===== src/rtl/ps2_key_decoder_pkg.sv =====
// Shared definitions for the PS/2 key decoder: receive-FSM state encoding,
// the scancode values the prefix interpreter reacts to, and a helper that
// recognises keyboard status/response bytes that never map to a key.
// No ports (package).
package ps2_pkg;

    typedef enum logic [1:0] {
        RX_IDLE   = 2'd0,
        RX_DATA   = 2'd1,
        RX_PARITY = 2'd2,
        RX_STOP   = 2'd3
    } rx_state_e;

    localparam logic [7:0] CODE_E0     = 8'hE0;
    localparam logic [7:0] CODE_F0     = 8'hF0;
    localparam logic [7:0] CODE_E1     = 8'hE1;
    localparam logic [7:0] CODE_AA     = 8'hAA;
    localparam logic [7:0] CODE_FA     = 8'hFA;
    localparam logic [7:0] CODE_EE     = 8'hEE;
    localparam logic [7:0] CODE_FE     = 8'hFE;
    localparam logic [7:0] CODE_FC     = 8'hFC;
    localparam logic [7:0] CODE_00     = 8'h00;
    localparam logic [7:0] CODE_FF     = 8'hFF;
    localparam logic [7:0] CODE_LSHIFT = 8'h12;
    localparam logic [7:0] CODE_RSHIFT = 8'h59;

    // Bytes still to discard after the E1 that opens the pause sequence.
    localparam logic [2:0] PAUSE_SKIP  = 3'd7;

    function automatic logic is_ctrl_code(input logic [7:0] code);
        return (code == CODE_AA) || (code == CODE_FA) || (code == CODE_EE) ||
               (code == CODE_FE) || (code == CODE_FC) || (code == CODE_00) ||
               (code == CODE_FF);
    endfunction

endpackage


===== src/rtl/ps2_key_decoder_if.sv =====
// Bus between a PS/2 line source and the key decoder.
//   ps2_clk, ps2_data          : raw PS/2 lines (source -> decoder)
//   key_strobe/pressed/extended: decoded key event (decoder -> consumer)
//   key_code[7:0]              : scancode of the last event
//   parity_err, frame_err      : one-cycle frame rejection pulses
// master = line source / event consumer, slave = decoder.
interface ps2_key_decoder_if;
    logic       ps2_clk;
    logic       ps2_data;
    logic       key_strobe;
    logic       key_pressed;
    logic       key_extended;
    logic [7:0] key_code;
    logic       parity_err;
    logic       frame_err;

    modport master (
        output ps2_clk, ps2_data,
        input  key_strobe, key_pressed, key_extended, key_code,
               parity_err, frame_err
    );

    modport slave (
        input  ps2_clk, ps2_data,
        output key_strobe, key_pressed, key_extended, key_code,
               parity_err, frame_err
    );
endinterface


===== src/rtl/ps2_rx_frame.sv =====
// PS/2 frame receiver: synchronizes the raw lines, glitch-filters the clock,
// samples data on each filtered falling edge and assembles 11-bit frames.
//   clk, reset           : system clock, synchronous active-high reset
//   ps2_clk, ps2_data    : raw asynchronous PS/2 lines
//   rx_byte[7:0]         : last assembled data byte
//   byte_valid           : one-cycle pulse, frame accepted
//   parity_err           : one-cycle pulse, bad parity or stop bit
//   frame_err            : one-cycle pulse, inter-edge timeout inside a frame
//
// state      | meaning
// RX_IDLE    | waiting for a start bit (data 0 on a falling edge)
// RX_DATA    | shifting in 8 data bits, LSB first
// RX_PARITY  | capturing the parity bit
// RX_STOP    | checking stop bit and odd parity
module ps2_rx_frame
    import ps2_pkg::*;
#(
    parameter int FILTER_LEN = 8,
    parameter int TIMEOUT    = 21477
) (
    input  logic       clk,
    input  logic       reset,
    input  logic       ps2_clk,
    input  logic       ps2_data,
    output logic [7:0] rx_byte,
    output logic       byte_valid,
    output logic       parity_err,
    output logic       frame_err
);

    localparam int              TMO_W    = $clog2(TIMEOUT + 1);
    localparam logic [TMO_W-1:0] TMO_LAST = TMO_W'(TIMEOUT - 1);

    localparam logic [1:0] ST_IDLE   = RX_IDLE;
    localparam logic [1:0] ST_DATA   = RX_DATA;
    localparam logic [1:0] ST_PARITY = RX_PARITY;
    localparam logic [1:0] ST_STOP   = RX_STOP;

    logic                  clk_s1, clk_s2, dat_s1, dat_s2;
    logic [FILTER_LEN-1:0] filt_sr, filt_next;
    logic                  filt_clk, filt_prev, fall;
    logic [1:0]            state;
    logic [2:0]            bit_cnt;
    logic [7:0]            shreg;
    logic                  par_bit;
    logic [TMO_W-1:0]      tmo;

    // Filter decisions use the post-shift value so the filtered clock moves
    // in the same cycle the register becomes uniform.
    assign filt_next = {filt_sr[FILTER_LEN-2:0], clk_s2};
    assign fall      = filt_prev & ~filt_clk;
    assign rx_byte   = shreg;

    always_ff @(posedge clk) begin
        if (reset) begin
            clk_s1    <= 1'b1;
            clk_s2    <= 1'b1;
            dat_s1    <= 1'b1;
            dat_s2    <= 1'b1;
            filt_sr   <= '1;
            filt_clk  <= 1'b1;
            filt_prev <= 1'b1;
        end else begin
            clk_s1    <= ps2_clk;
            clk_s2    <= clk_s1;
            dat_s1    <= ps2_data;
            dat_s2    <= dat_s1;
            filt_sr   <= filt_next;
            filt_prev <= filt_clk;
            if (filt_next == '0) begin
                filt_clk <= 1'b0;
            end else if (filt_next == '1) begin
                filt_clk <= 1'b1;
            end
        end
    end

    always_ff @(posedge clk) begin
        if (reset) begin
            state      <= ST_IDLE;
            bit_cnt    <= 3'd0;
            shreg      <= 8'h00;
            par_bit    <= 1'b0;
            tmo        <= '0;
            byte_valid <= 1'b0;
            parity_err <= 1'b0;
            frame_err  <= 1'b0;
        end else begin
            byte_valid <= 1'b0;
            parity_err <= 1'b0;
            frame_err  <= 1'b0;
            // A falling edge takes priority over a coincident timeout.
            if (fall) begin
                tmo <= '0;
                case (state)
                    ST_IDLE: begin
                        if (!dat_s2) begin
                            state   <= ST_DATA;
                            bit_cnt <= 3'd0;
                        end
                    end
                    ST_DATA: begin
                        shreg   <= {dat_s2, shreg[7:1]};
                        bit_cnt <= bit_cnt + 3'd1;
                        if (bit_cnt == 3'd7) begin
                            state <= ST_PARITY;
                        end
                    end
                    ST_PARITY: begin
                        par_bit <= dat_s2;
                        state   <= ST_STOP;
                    end
                    ST_STOP: begin
                        if (dat_s2 && (^{shreg, par_bit})) begin
                            byte_valid <= 1'b1;
                        end else begin
                            parity_err <= 1'b1;
                        end
                        state <= ST_IDLE;
                    end
                    default: state <= ST_IDLE;
                endcase
            end else if (state == ST_IDLE) begin
                tmo <= '0;
            end else if (tmo == TMO_LAST) begin
                state     <= ST_IDLE;
                frame_err <= 1'b1;
                tmo       <= '0;
            end else begin
                tmo <= tmo + TMO_W'(1);
            end
        end
    end

endmodule


===== src/rtl/ps2_key_decoder.sv =====
// PS/2 keyboard decoder: turns raw PS/2 lines into one-cycle key events
// with make/break and E0-extended flags; prefixes, the pause sequence,
// status bytes and fake shifts are swallowed here.
//   clk, reset : system clock, synchronous active-high reset
//   bus        : slave side of ps2_key_decoder_if (raw lines in,
//                key event and error pulses out)
module ps2_key_decoder
    import ps2_pkg::*;
#(
    parameter int FILTER_LEN = 8,
    parameter int TIMEOUT    = 21477
) (
    input logic              clk,
    input logic              reset,
    ps2_key_decoder_if.slave bus
);

    logic [7:0] rx_byte;
    logic       byte_valid, rx_parity_err, rx_frame_err;
    logic       ext_f, brk_f;
    logic [2:0] skip;
    logic       key_strobe, key_pressed, key_extended;
    logic [7:0] key_code;

    ps2_rx_frame #(
        .FILTER_LEN (FILTER_LEN),
        .TIMEOUT    (TIMEOUT)
    ) u_rx (
        .clk        (clk),
        .reset      (reset),
        .ps2_clk    (bus.ps2_clk),
        .ps2_data   (bus.ps2_data),
        .rx_byte    (rx_byte),
        .byte_valid (byte_valid),
        .parity_err (rx_parity_err),
        .frame_err  (rx_frame_err)
    );

    always_ff @(posedge clk) begin
        if (reset) begin
            ext_f        <= 1'b0;
            brk_f        <= 1'b0;
            skip         <= 3'd0;
            key_strobe   <= 1'b0;
            key_pressed  <= 1'b0;
            key_extended <= 1'b0;
            key_code     <= 8'h00;
        end else begin
            key_strobe <= 1'b0;
            // A rejected frame may have been part of a prefixed key, so the
            // pending flags are dropped; the pause skip count survives.
            if (rx_parity_err || rx_frame_err) begin
                ext_f <= 1'b0;
                brk_f <= 1'b0;
            end else if (byte_valid) begin
                if (skip != 3'd0) begin
                    skip <= skip - 3'd1;
                end else if (rx_byte == CODE_E0) begin
                    ext_f <= 1'b1;
                end else if (rx_byte == CODE_F0) begin
                    brk_f <= 1'b1;
                end else if (rx_byte == CODE_E1) begin
                    skip <= PAUSE_SKIP;
                end else if (is_ctrl_code(rx_byte) ||
                             (ext_f && ((rx_byte == CODE_LSHIFT) ||
                                        (rx_byte == CODE_RSHIFT)))) begin
                    ext_f <= 1'b0;
                    brk_f <= 1'b0;
                end else begin
                    key_strobe   <= 1'b1;
                    key_code     <= rx_byte;
                    key_pressed  <= ~brk_f;
                    key_extended <= ext_f;
                    ext_f        <= 1'b0;
                    brk_f        <= 1'b0;
                end
            end
        end
    end

    assign bus.key_strobe   = key_strobe;
    assign bus.key_pressed  = key_pressed;
    assign bus.key_extended = key_extended;
    assign bus.key_code     = key_code;
    assign bus.parity_err   = rx_parity_err;
    assign bus.frame_err    = rx_frame_err;

endmodule


===== src/flat_wrapper.sv =====
// flat-port wrapper written by rule: the top's interface ports become plain ports
module ps2_key_decoder_flat import ps2_pkg::*;
#(
    parameter int FILTER_LEN = 8,
    parameter int TIMEOUT    = 21477
)
  (clk, reset, bus_ps2_clk, bus_ps2_data, bus_key_strobe, bus_key_pressed, bus_key_extended, bus_key_code, bus_parity_err, bus_frame_err);
  ps2_key_decoder_if bus_i ();
  input logic clk;
  input logic reset;
  input wire logic [$bits(bus_i.ps2_clk)-1:0] bus_ps2_clk;
  input wire logic [$bits(bus_i.ps2_data)-1:0] bus_ps2_data;
  output wire logic [$bits(bus_i.key_strobe)-1:0] bus_key_strobe;
  output wire logic [$bits(bus_i.key_pressed)-1:0] bus_key_pressed;
  output wire logic [$bits(bus_i.key_extended)-1:0] bus_key_extended;
  output wire logic [$bits(bus_i.key_code)-1:0] bus_key_code;
  output wire logic [$bits(bus_i.parity_err)-1:0] bus_parity_err;
  output wire logic [$bits(bus_i.frame_err)-1:0] bus_frame_err;
  assign bus_i.ps2_clk = bus_ps2_clk;
  assign bus_i.ps2_data = bus_ps2_data;
  assign bus_key_strobe = bus_i.key_strobe;
  assign bus_key_pressed = bus_i.key_pressed;
  assign bus_key_extended = bus_i.key_extended;
  assign bus_key_code = bus_i.key_code;
  assign bus_parity_err = bus_i.parity_err;
  assign bus_frame_err = bus_i.frame_err;
  ps2_key_decoder #(.FILTER_LEN(FILTER_LEN), .TIMEOUT(TIMEOUT)) u_core (.clk(clk), .reset(reset), .bus(bus_i));
endmodule

===== config.mk =====
export PLATFORM = sky130hd
export DESIGN_NAME = ps2_key_decoder_flat
export DESIGN_NICKNAME = d
export VERILOG_FILES = /design/src/rtl/ps2_key_decoder_pkg.sv /design/src/rtl/ps2_key_decoder_if.sv /design/src/rtl/ps2_rx_frame.sv /design/src/rtl/ps2_key_decoder.sv /design/src/flat_wrapper.sv
export SDC_FILE = /design/constraint.sdc
export NUM_CORES = 1
export LEC_CHECK = 0
export ABC_CLOCK_PERIOD_IN_PS = 2400
export CORE_MARGIN = 3
export CORE_UTILIZATION = 50
export CTS_BUF_LIST = sky130_fd_sc_hd__clkbuf_4
export DETAILED_ROUTE_END_ITERATION = 7
export PLACE_DENSITY = 0.65
export SLEW_MARGIN = 20
export SYNTH_ARGS = -nofsm -noshare
export SYNTH_HDL_FRONTEND = slang
export SYNTH_SLANG_ARGS = --single-unit

===== constraint.sdc =====
create_clock -name clk -period 2.4 [get_ports clk]
set_input_delay 0.36 -clock clk [delete_from_list [all_inputs] [get_ports clk]]
set_output_delay 0.36 -clock clk [all_outputs]
set_load 0.05 [all_outputs]

==> flow_metrics.env, run 1 <==
export IMPL_setup_tns_final_ns=0
export IMPL_syn_to_final_growth_pct=12.29
export IMPL_core_area_mm2=0.005303
export IMPL_ys_ff_latch=61
export IMPL_grt_overflow_total=0
export IMPL_grt_max_degree=21
export IMPL_fp_dieH_um=81.37
export IMPL_outcome="complete, no violations"
export IMPL_finalWeightedCongestion=0.8462
export IMPL_diodes=0
export IMPL_cts_buffers=9
export IMPL_routedWlPerCell_um=13.00
export IMPL_nets=345
export IMPL_pwr_density_cell_mw_per_mm2=545.5
export IMPL_start_util=0.5356
export IMPL_dr_first_iter_drc_count=92
export IMPL_drv_cap=0
export IMPL_synth_cell_types=54
export IMPL_synth_edff_count=0
export IMPL_min_period_over_period=0.8926
export IMPL_worstPathRequired_ns=2.69
export IMPL_skew_ns=0.009899
export IMPL_clock_latency_ns=0.40
export IMPL_cp_max_fo=10
export IMPL_via_count=2105
export IMPL_finalCriticalPeriod_ns=2.142
export IMPL_postRouteAntennaNets=0
export IMPL_dieWidth_um=81.37
export IMPL_clockBufferDepth=2
export IMPL_cts_root_buf="clkbuf_4"
export IMPL_crit_path_end_kind="flop"
export IMPL_grt_pass1_wl_um=9473
export IMPL_hold_class="flop to flop"
export IMPL_hp_start="u_core.u_rx.clk_s1$_SDFF_PP1_"
export IMPL_postCtsHoldBufs=0
export IMPL_synth_seq_area_share=0.4300
export IMPL_drc=0
export IMPL_whs_endpoint="u_core.u_rx.clk_s2$_SDFF_PP1_"
export IMPL_ys_flop_type="dfxtp_1"
export IMPL_worstReg2RegStart="u_core.skip[0]$_SDFFE_PP0P_"
export IMPL_synth_area_mm2=0.002840
export IMPL_cts_sinks=61
export IMPL_async_reset_ff_frac=0
export IMPL_antenna_found_initial=0
export IMPL_yosysWarnings=0
export IMPL_yosysTopAreaCell="dfxtp_1"
export IMPL_peakVddDrop_uv=384.5
export IMPL_drive_above_1_share=0.1548
export IMPL_tightest_slew_ns=0.6096
export IMPL_syn_nets=321
export IMPL_dieArea_mm2=0.006621
export IMPL_worst_hold_path_num_cells=1
export IMPL_syn_inst=307
export IMPL_drv_slew=0
export IMPL_vias_per_cell=5.185
export IMPL_grt_pass1_vias=2015
export IMPL_p_leak_nw=1.148
export IMPL_synthTopCellsByArea="dfxtp_1 43%, mux2i_1 4.6%, ha_1 4.4%, nand2_1 4.4%, nor2_1 3.8%"
export IMPL_crit_arrival_ns=2.44
export IMPL_reg2reg_depth=7
export IMPL_crit_type="flop to flop"
export IMPL_grt_setup_unrepaired="no"
export IMPL_port_buffers=16
export IMPL_hold_viol_final=0
export IMPL_clock_fmax_mhz=466.8
export IMPL_reg2reg_to="u_core.bus.key_pressed$_SDFFE_PP0P_"
export IMPL_relSlewSlack=0.5928
export IMPL_syn_avg_cell_area_um2=9.252
export IMPL_critPathLaunchType="flop"
export IMPL_setup_violations=0
export IMPL_clkTransAtPathRegs_ns=0.10
export IMPL_rows=26
export IMPL_routed_wl_um=5278
export IMPL_grt_util_all_layers=0.1857
export IMPL_htree_num_levels=3
export IMPL_drtPass1Iterations=4
export IMPL_netlist_area_leader_share=0.4300
export IMPL_hpwl_um=3768
export IMPL_total_power_w=0.001740
export IMPL_cts_tree="done"
export IMPL_ios=17
export IMPL_worst_r2r_setup_slack_ns=0.26
export IMPL_cts_setup_buffers=0
==> final cells by class <==
class	count	area, um^2
fillers	467	2113
multi-input cells	210	1399
flip-flops and latches	61	1221
repair buffers	33	287.8
well taps	70	87.58
clock buffers	9	67.56
clock inverters	7	66.31
inverters	16	60.06
==> metal layers <==
metal / track usage / vias to the layer above / routed length [um]
met5: 0 / - / 0
met3: 0.06984 / 5 / 220
li1: - / 1092 / -
met1: 0.2493 / 969 / 2618
met4: 0.05574 / 0 / 49
met2: 0.2761 / 39 / 2389
==> cells by family after synthesis <==
kind of cell / count (synthesis) / share of synthesized area
DFF: 61 / 0.4300
xor gates and xnor gates: 21 / 0.06960
buffers and inverters: 36 / 0.07973
muxes: 14 / 0.05110
AOI/OAI and AO/OA: 34 / 0.08811
and+or+nand+nor: 131 / 0.2374
adders and majority gates: 10 / 0.04405
==> sequential cells by signal, summed over array words and instances (netlist names), 2 cells and up <==
register             count
u_core.u_rx.tmo         15
u_core.bus.key_code      8
u_core.u_rx.rx_byte      8
u_core.u_rx.filt_sr      7
u_core.skip              3
u_core.u_rx.bit_cnt      3
u_core.u_rx.state        2
==> placed cells by master, fill, tap and decap left out, types with 2 or more instances in the layout <==
cell             Yosys  layout
dfxtp_1             61      61
nand2_1             33      33
nor2_1              29      29
nand3_1             19      19
buf_4                2      17
inv_1               16      16
clkdlybuf4s50_1      0      16
mux2i_1             13      13
a21oi_1             13      13
or2_2               11      11
xor2_1              10      10
xnor2_1             10      10
ha_1                10      10
clkbuf_4             0       9
nor4_1               6       6
nand4_1              6       6
nor3_1               5       5
and3_1               4       4
clkinv_2             0       4
nor2b_1              2       2
nand4b_1             2       2
nand3b_1             2       2
nand2b_1             2       2
o21ai_0              2       2
a211oi_1             2       2
o21a_1               2       2
==> how the worst max path moves through the flow <==
stage,endpoint,slack (ns),startpoint
2_1_floorplan,u_core.bus.key_pressed$_SDFFE_PP0P_,0.36,u_core.u_rx.rx_byte[3]$_SDFFE_PP0P_
3_3_place_gp,u_core.bus.key_pressed$_SDFFE_PP0P_,0.06,u_core.skip[0]$_SDFFE_PP0P_
3_5_place_dp,u_core.bus.key_pressed$_SDFFE_PP0P_,0.04,u_core.skip[0]$_SDFFE_PP0P_
4_1_cts,u_core.bus.key_pressed$_SDFFE_PP0P_,0.02,u_core.skip[0]$_SDFFE_PP0P_
5_1_grt,u_core.bus.key_pressed$_SDFFE_PP0P_,0.13,u_core.skip[0]$_SDFFE_PP0P_
6_report,u_core.bus.key_pressed$_SDFFE_PP0P_,0.26,u_core.skip[0]$_SDFFE_PP0P_
==> where the power goes <==
group          internal, W  switching, W  leakage [nW]
Sequential         0.00102    0.00000241         0.493
Combinational    0.0000123     0.0000165         0.580
Clock             0.000312      0.000381        0.0754
==> metrics by stage <==
| stage | area, um^2 | cells | hold WS, ns | setup WS (ns) | utilization |
|---|---|---|---|---|---|
| after floorplan | 2840 | 307 | 0.3895 | 0.3619 | - |
| after global placement | 3049 | 390 | 0.3920 | 0.05815 | 0.5750 |
| after detailed placement | 3049 | 390 | 0.3975 | 0.04187 | 0.5750 |
| after CTS | 3183 | 406 | 0.4232 | 0.01556 | 0.6003 |
| after global routing | 3189 | 406 | 0.4352 | 0.1317 | 0.6015 |
| final | 3189 | 406 | 0.4189 | 0.2577 | 0.6015 |
==> synth_stat cells, types with 2 or more instances <==
cell type  instances
ha_1              10
nand4b_1           2
nand2b_1           2
a21oi_1           13
o21ai_0            2
and3_1             4
nand3b_1           2
nor2b_1            2
nand3_1           19
nor4_1             6
nand2_1           33
o21a_1             2
nand4_1            6
buf_4              2
mux2i_1           13
clkbuf_1           8
clkbuf_8           6
nor3_1             5
or2_2             11
a211oi_1           2
dfxtp_1           61
buf_6              3
inv_1             16
xor2_1            10
nor2_1            29
xnor2_1           10
==> repair_timing <==
item | CTS | global route
resized for setup | 0 | 1
endpoints found under the setup margin | 0 | 9
hold endpoints to repair | 0 | 0
==> worst max-delay path, cell delays in order (launching register included) <==
cell	delay (ns)
dfxtp_1	0.32
inv_1	0.09
ha_1	0.19
and2b_2	0.16
nand2_1	0.06
a311o_2	0.40
nor3_4	0.48
mux2_4	0.35
No activity file was read; power rests on OpenSTA's default activity.
==> inputs of run 2 (changes only) <==
Settings changed: CORE_UTILIZATION 50 to 47, PLACE_DENSITY 0.65 to 0.61, SLEW_MARGIN 20 to 40.
==> run 2 against run 1 <==
Count of clock-buffer cells in the layout rose by 2. Clock skew rose by 0.0039 ns. Via count rose by 1.0%. Register-to-register slack improved by 0.03 ns. First-iteration DRC count rose by 13%. Routed wire length fell by 2.9%. Power fell by 8.1%.
==> flow_metrics.env, run 2 (synthesis results as in run 1) <==
export IMPL_postRouteAntennaNets=0
export IMPL_final_common_cell="dfxtp_1"
export IMPL_grt_pass1_vias=2034
export IMPL_worstReg2RegStart="u_core.skip[0]$_SDFFE_PP0P_"
export IMPL_min_period_over_period=0.8815
export IMPL_ios=17
export IMPL_drive_above_1_share=0.1433
export IMPL_htree_num_levels=3
export IMPL_routedWlPerCell_um=12.59
export IMPL_pwr_density_cell_mw_per_mm2=506.3
export IMPL_core_area_mm2=0.005675
export IMPL_mostFrequentLayoutCells="61 x dfxtp_1, 33 x nand2_1, 29 x nor2_1, 19 x nand3_1, 17 x buf_4"
export IMPL_intPower_w=0.001247
export IMPL_nets=345
export IMPL_fp_dieH_um=83.74
export IMPL_clock_latency_ns=0.39
export IMPL_diodes=0
export IMPL_tightest_slew_ns=0.6024
export IMPL_drv_cap=0
export IMPL_switchingPower_w=0.0003512
export IMPL_postCtsHoldBufs=0
export IMPL_cts_sinks=61
export IMPL_outcome="complete, no violations"
export IMPL_clkTransAtPathRegs_ns=0.09
export IMPL_crit_type="flop to flop"
export IMPL_finalCriticalPeriod_ns=2.116
export IMPL_reg2reg_to="u_core.bus.key_pressed$_SDFFE_PP0P_"
export IMPL_crit_arrival_ns=2.40
export IMPL_worst_path_largest_cell_delay_ns=0.48
export IMPL_drtPass1Iterations=4
export IMPL_clock_fmax_mhz=472.7
export IMPL_port_buffers=16
export IMPL_grt_setup_unrepaired="no"
export IMPL_rows=27
export IMPL_timing_final_ws_setup_ns=0.2843
export IMPL_slowest_stage="nor3_4"
export IMPL_skew_ns=0.01378
export IMPL_num_fill_cells=515
export IMPL_routed_wl_um=5124
export IMPL_finalWeightedCongestion=0.8696
export IMPL_syn_to_final_growth_pct=11.15
export IMPL_grt_pass1_wl_um=9052
export IMPL_cp_max_fo=10
export IMPL_dieWidth_um=83.74
export IMPL_largest_register="u_core.u_rx.tmo"
export IMPL_grt_util_all_layers=0.1590
export IMPL_setup_violations=0
export IMPL_setup_tns_final_ns=0
export IMPL_critPathLaunchType="flop"
export IMPL_p_comb_frac=0.018
export IMPL_crit_path_end_kind="flop"
export IMPL_hold_viol_final=0
export IMPL_largest_register_ffs=15
export IMPL_grt_max_degree=21
export IMPL_via_count=2127
export IMPL_total_power_w=0.001598
export IMPL_cts_root_buf="clkbuf_4"
export IMPL_dr_first_iter_drc_count=104
export IMPL_start_util=0.5004
export IMPL_cts_buffers=9
export IMPL_hpwl_um=3704
export IMPL_grt_overflow_total=0
export IMPL_place_ws_ns=0.2715
export IMPL_hp_start="u_core.u_rx.dat_s1$_SDFF_PP1_"
export IMPL_relSlewSlack=0.5971
export IMPL_clockBufferDepth=2
export IMPL_peakVddDrop_uv=393.8
export IMPL_p_seq_frac=0.637
export IMPL_whs_endpoint="u_core.u_rx.dat_s2$_SDFF_PP1_"
export IMPL_antenna_found_initial=0
export IMPL_worstPathCellList="inv_1 > ha_1 > and2b_2 > nand2_1 > a311o_2 > nor3_4 > mux2_4"
export IMPL_post_cts_resized=0
export IMPL_vias_per_cell=5.226
export IMPL_worst_hold_path_num_cells=1
export IMPL_dieArea_mm2=0.007012
export IMPL_clkPwrFrac=0.345
export IMPL_cts_setup_buffers=0
export IMPL_worst_r2r_setup_slack_ns=0.28
export IMPL_reg2reg_depth=7
export IMPL_p_sw_frac=0.2197
export IMPL_drv_slew=0
export IMPL_drc=0
export IMPL_hold_class="flop to flop"
export IMPL_worstPathRequired_ns=2.69
export IMPL_cts_tree="done"
export IMPL_p_leak_nw=1.132
-- run 2: cell count changes in the layout (fill, tap and decap cells not counted), sizes merged --
cell      change
bufinv        -1
clkinv        -1
clkinvlp      -1
clkbuf        +2
-- run 2: worst max-delay path by stage --
stage	end	slack, ns	startpoint
6_report	u_core.bus.key_pressed$_SDFFE_PP0P_	0.28	u_core.skip[0]$_SDFFE_PP0P_
5_1_grt	u_core.bus.key_pressed$_SDFFE_PP0P_	0.14	u_core.skip[0]$_SDFFE_PP0P_
4_1_cts	u_core.bus.key_pressed$_SDFFE_PP0P_	0.26	u_core.skip[0]$_SDFFE_PP0P_
3_5_place_dp	u_core.bus.key_pressed$_SDFFE_PP0P_	0.27	u_core.skip[0]$_SDFFE_PP0P_
3_3_place_gp	u_core.bus.key_pressed$_SDFFE_PP0P_	0.09	u_core.skip[0]$_SDFFE_PP0P_
2_1_floorplan	u_core.bus.key_pressed$_SDFFE_PP0P_	0.36	u_core.u_rx.rx_byte[3]$_SDFFE_PP0P_
-- run 2: per-stage QoR --
stage | std cells | hold slack, ns | cell area, um^2 | util
after floorplan | 307 | 0.3895 | 2840 | -
after detailed placement | 392 | 0.3999 | 3058 | 0.5388
final | 407 | 0.4149 | 3157 | 0.5562
after global routing | 407 | 0.4322 | 3157 | 0.5562
after global placement | 392 | 0.3989 | 3052 | 0.5377
after CTS | 407 | 0.4223 | 3157 | 0.5562
-- run 2: layer usage --
metal  global-route usage  routed length, um  up-vias
met1               0.2009               2518     1005
met2               0.2473               2344       26
met5                    0                  0        -
met4              0.05117                 42        0
li1                     -                  -     1092
met3              0.06417                218        4
-- run 2: layout make-up --
class,instances,area [um^2],area share
clock buffer,11,82.58,0.02616
sequential,61,1221,0.3868
inverter,16,60.06,0.01902
timing repair buffer,33,287.8,0.09116
multi-input combinational,210,1399,0.4431
clock inverter,4,16.27,0.005153
tap,72,90.09,0.02854
-- run 2: power groups by stage --
stage          Clock [W]  Sequential, W  Combinational [W]
5_1_grt         0.000623        0.00102          0.0000328
2_1_floorplan          0        0.00104          0.0000189
6_report        0.000552        0.00102          0.0000289
4_1_cts         0.000584        0.00102          0.0000297
3_5_place_dp           0        0.00104          0.0000297
3_3_place_gp           0        0.00104          0.0000299
-- run 2: worst max-delay path: cells and delay by family, from the launching register on --
family / cells / cell delay (ns)
adder cells (fa/ha/maj): 1 / 0.18
flip-flops: 1 / 0.32
AO/OA/AOI/OAI: 1 / 0.40
multiplexers: 1 / 0.34
buffers and inverters: 1 / 0.09
AND/OR/NAND/NOR: 3 / 0.70
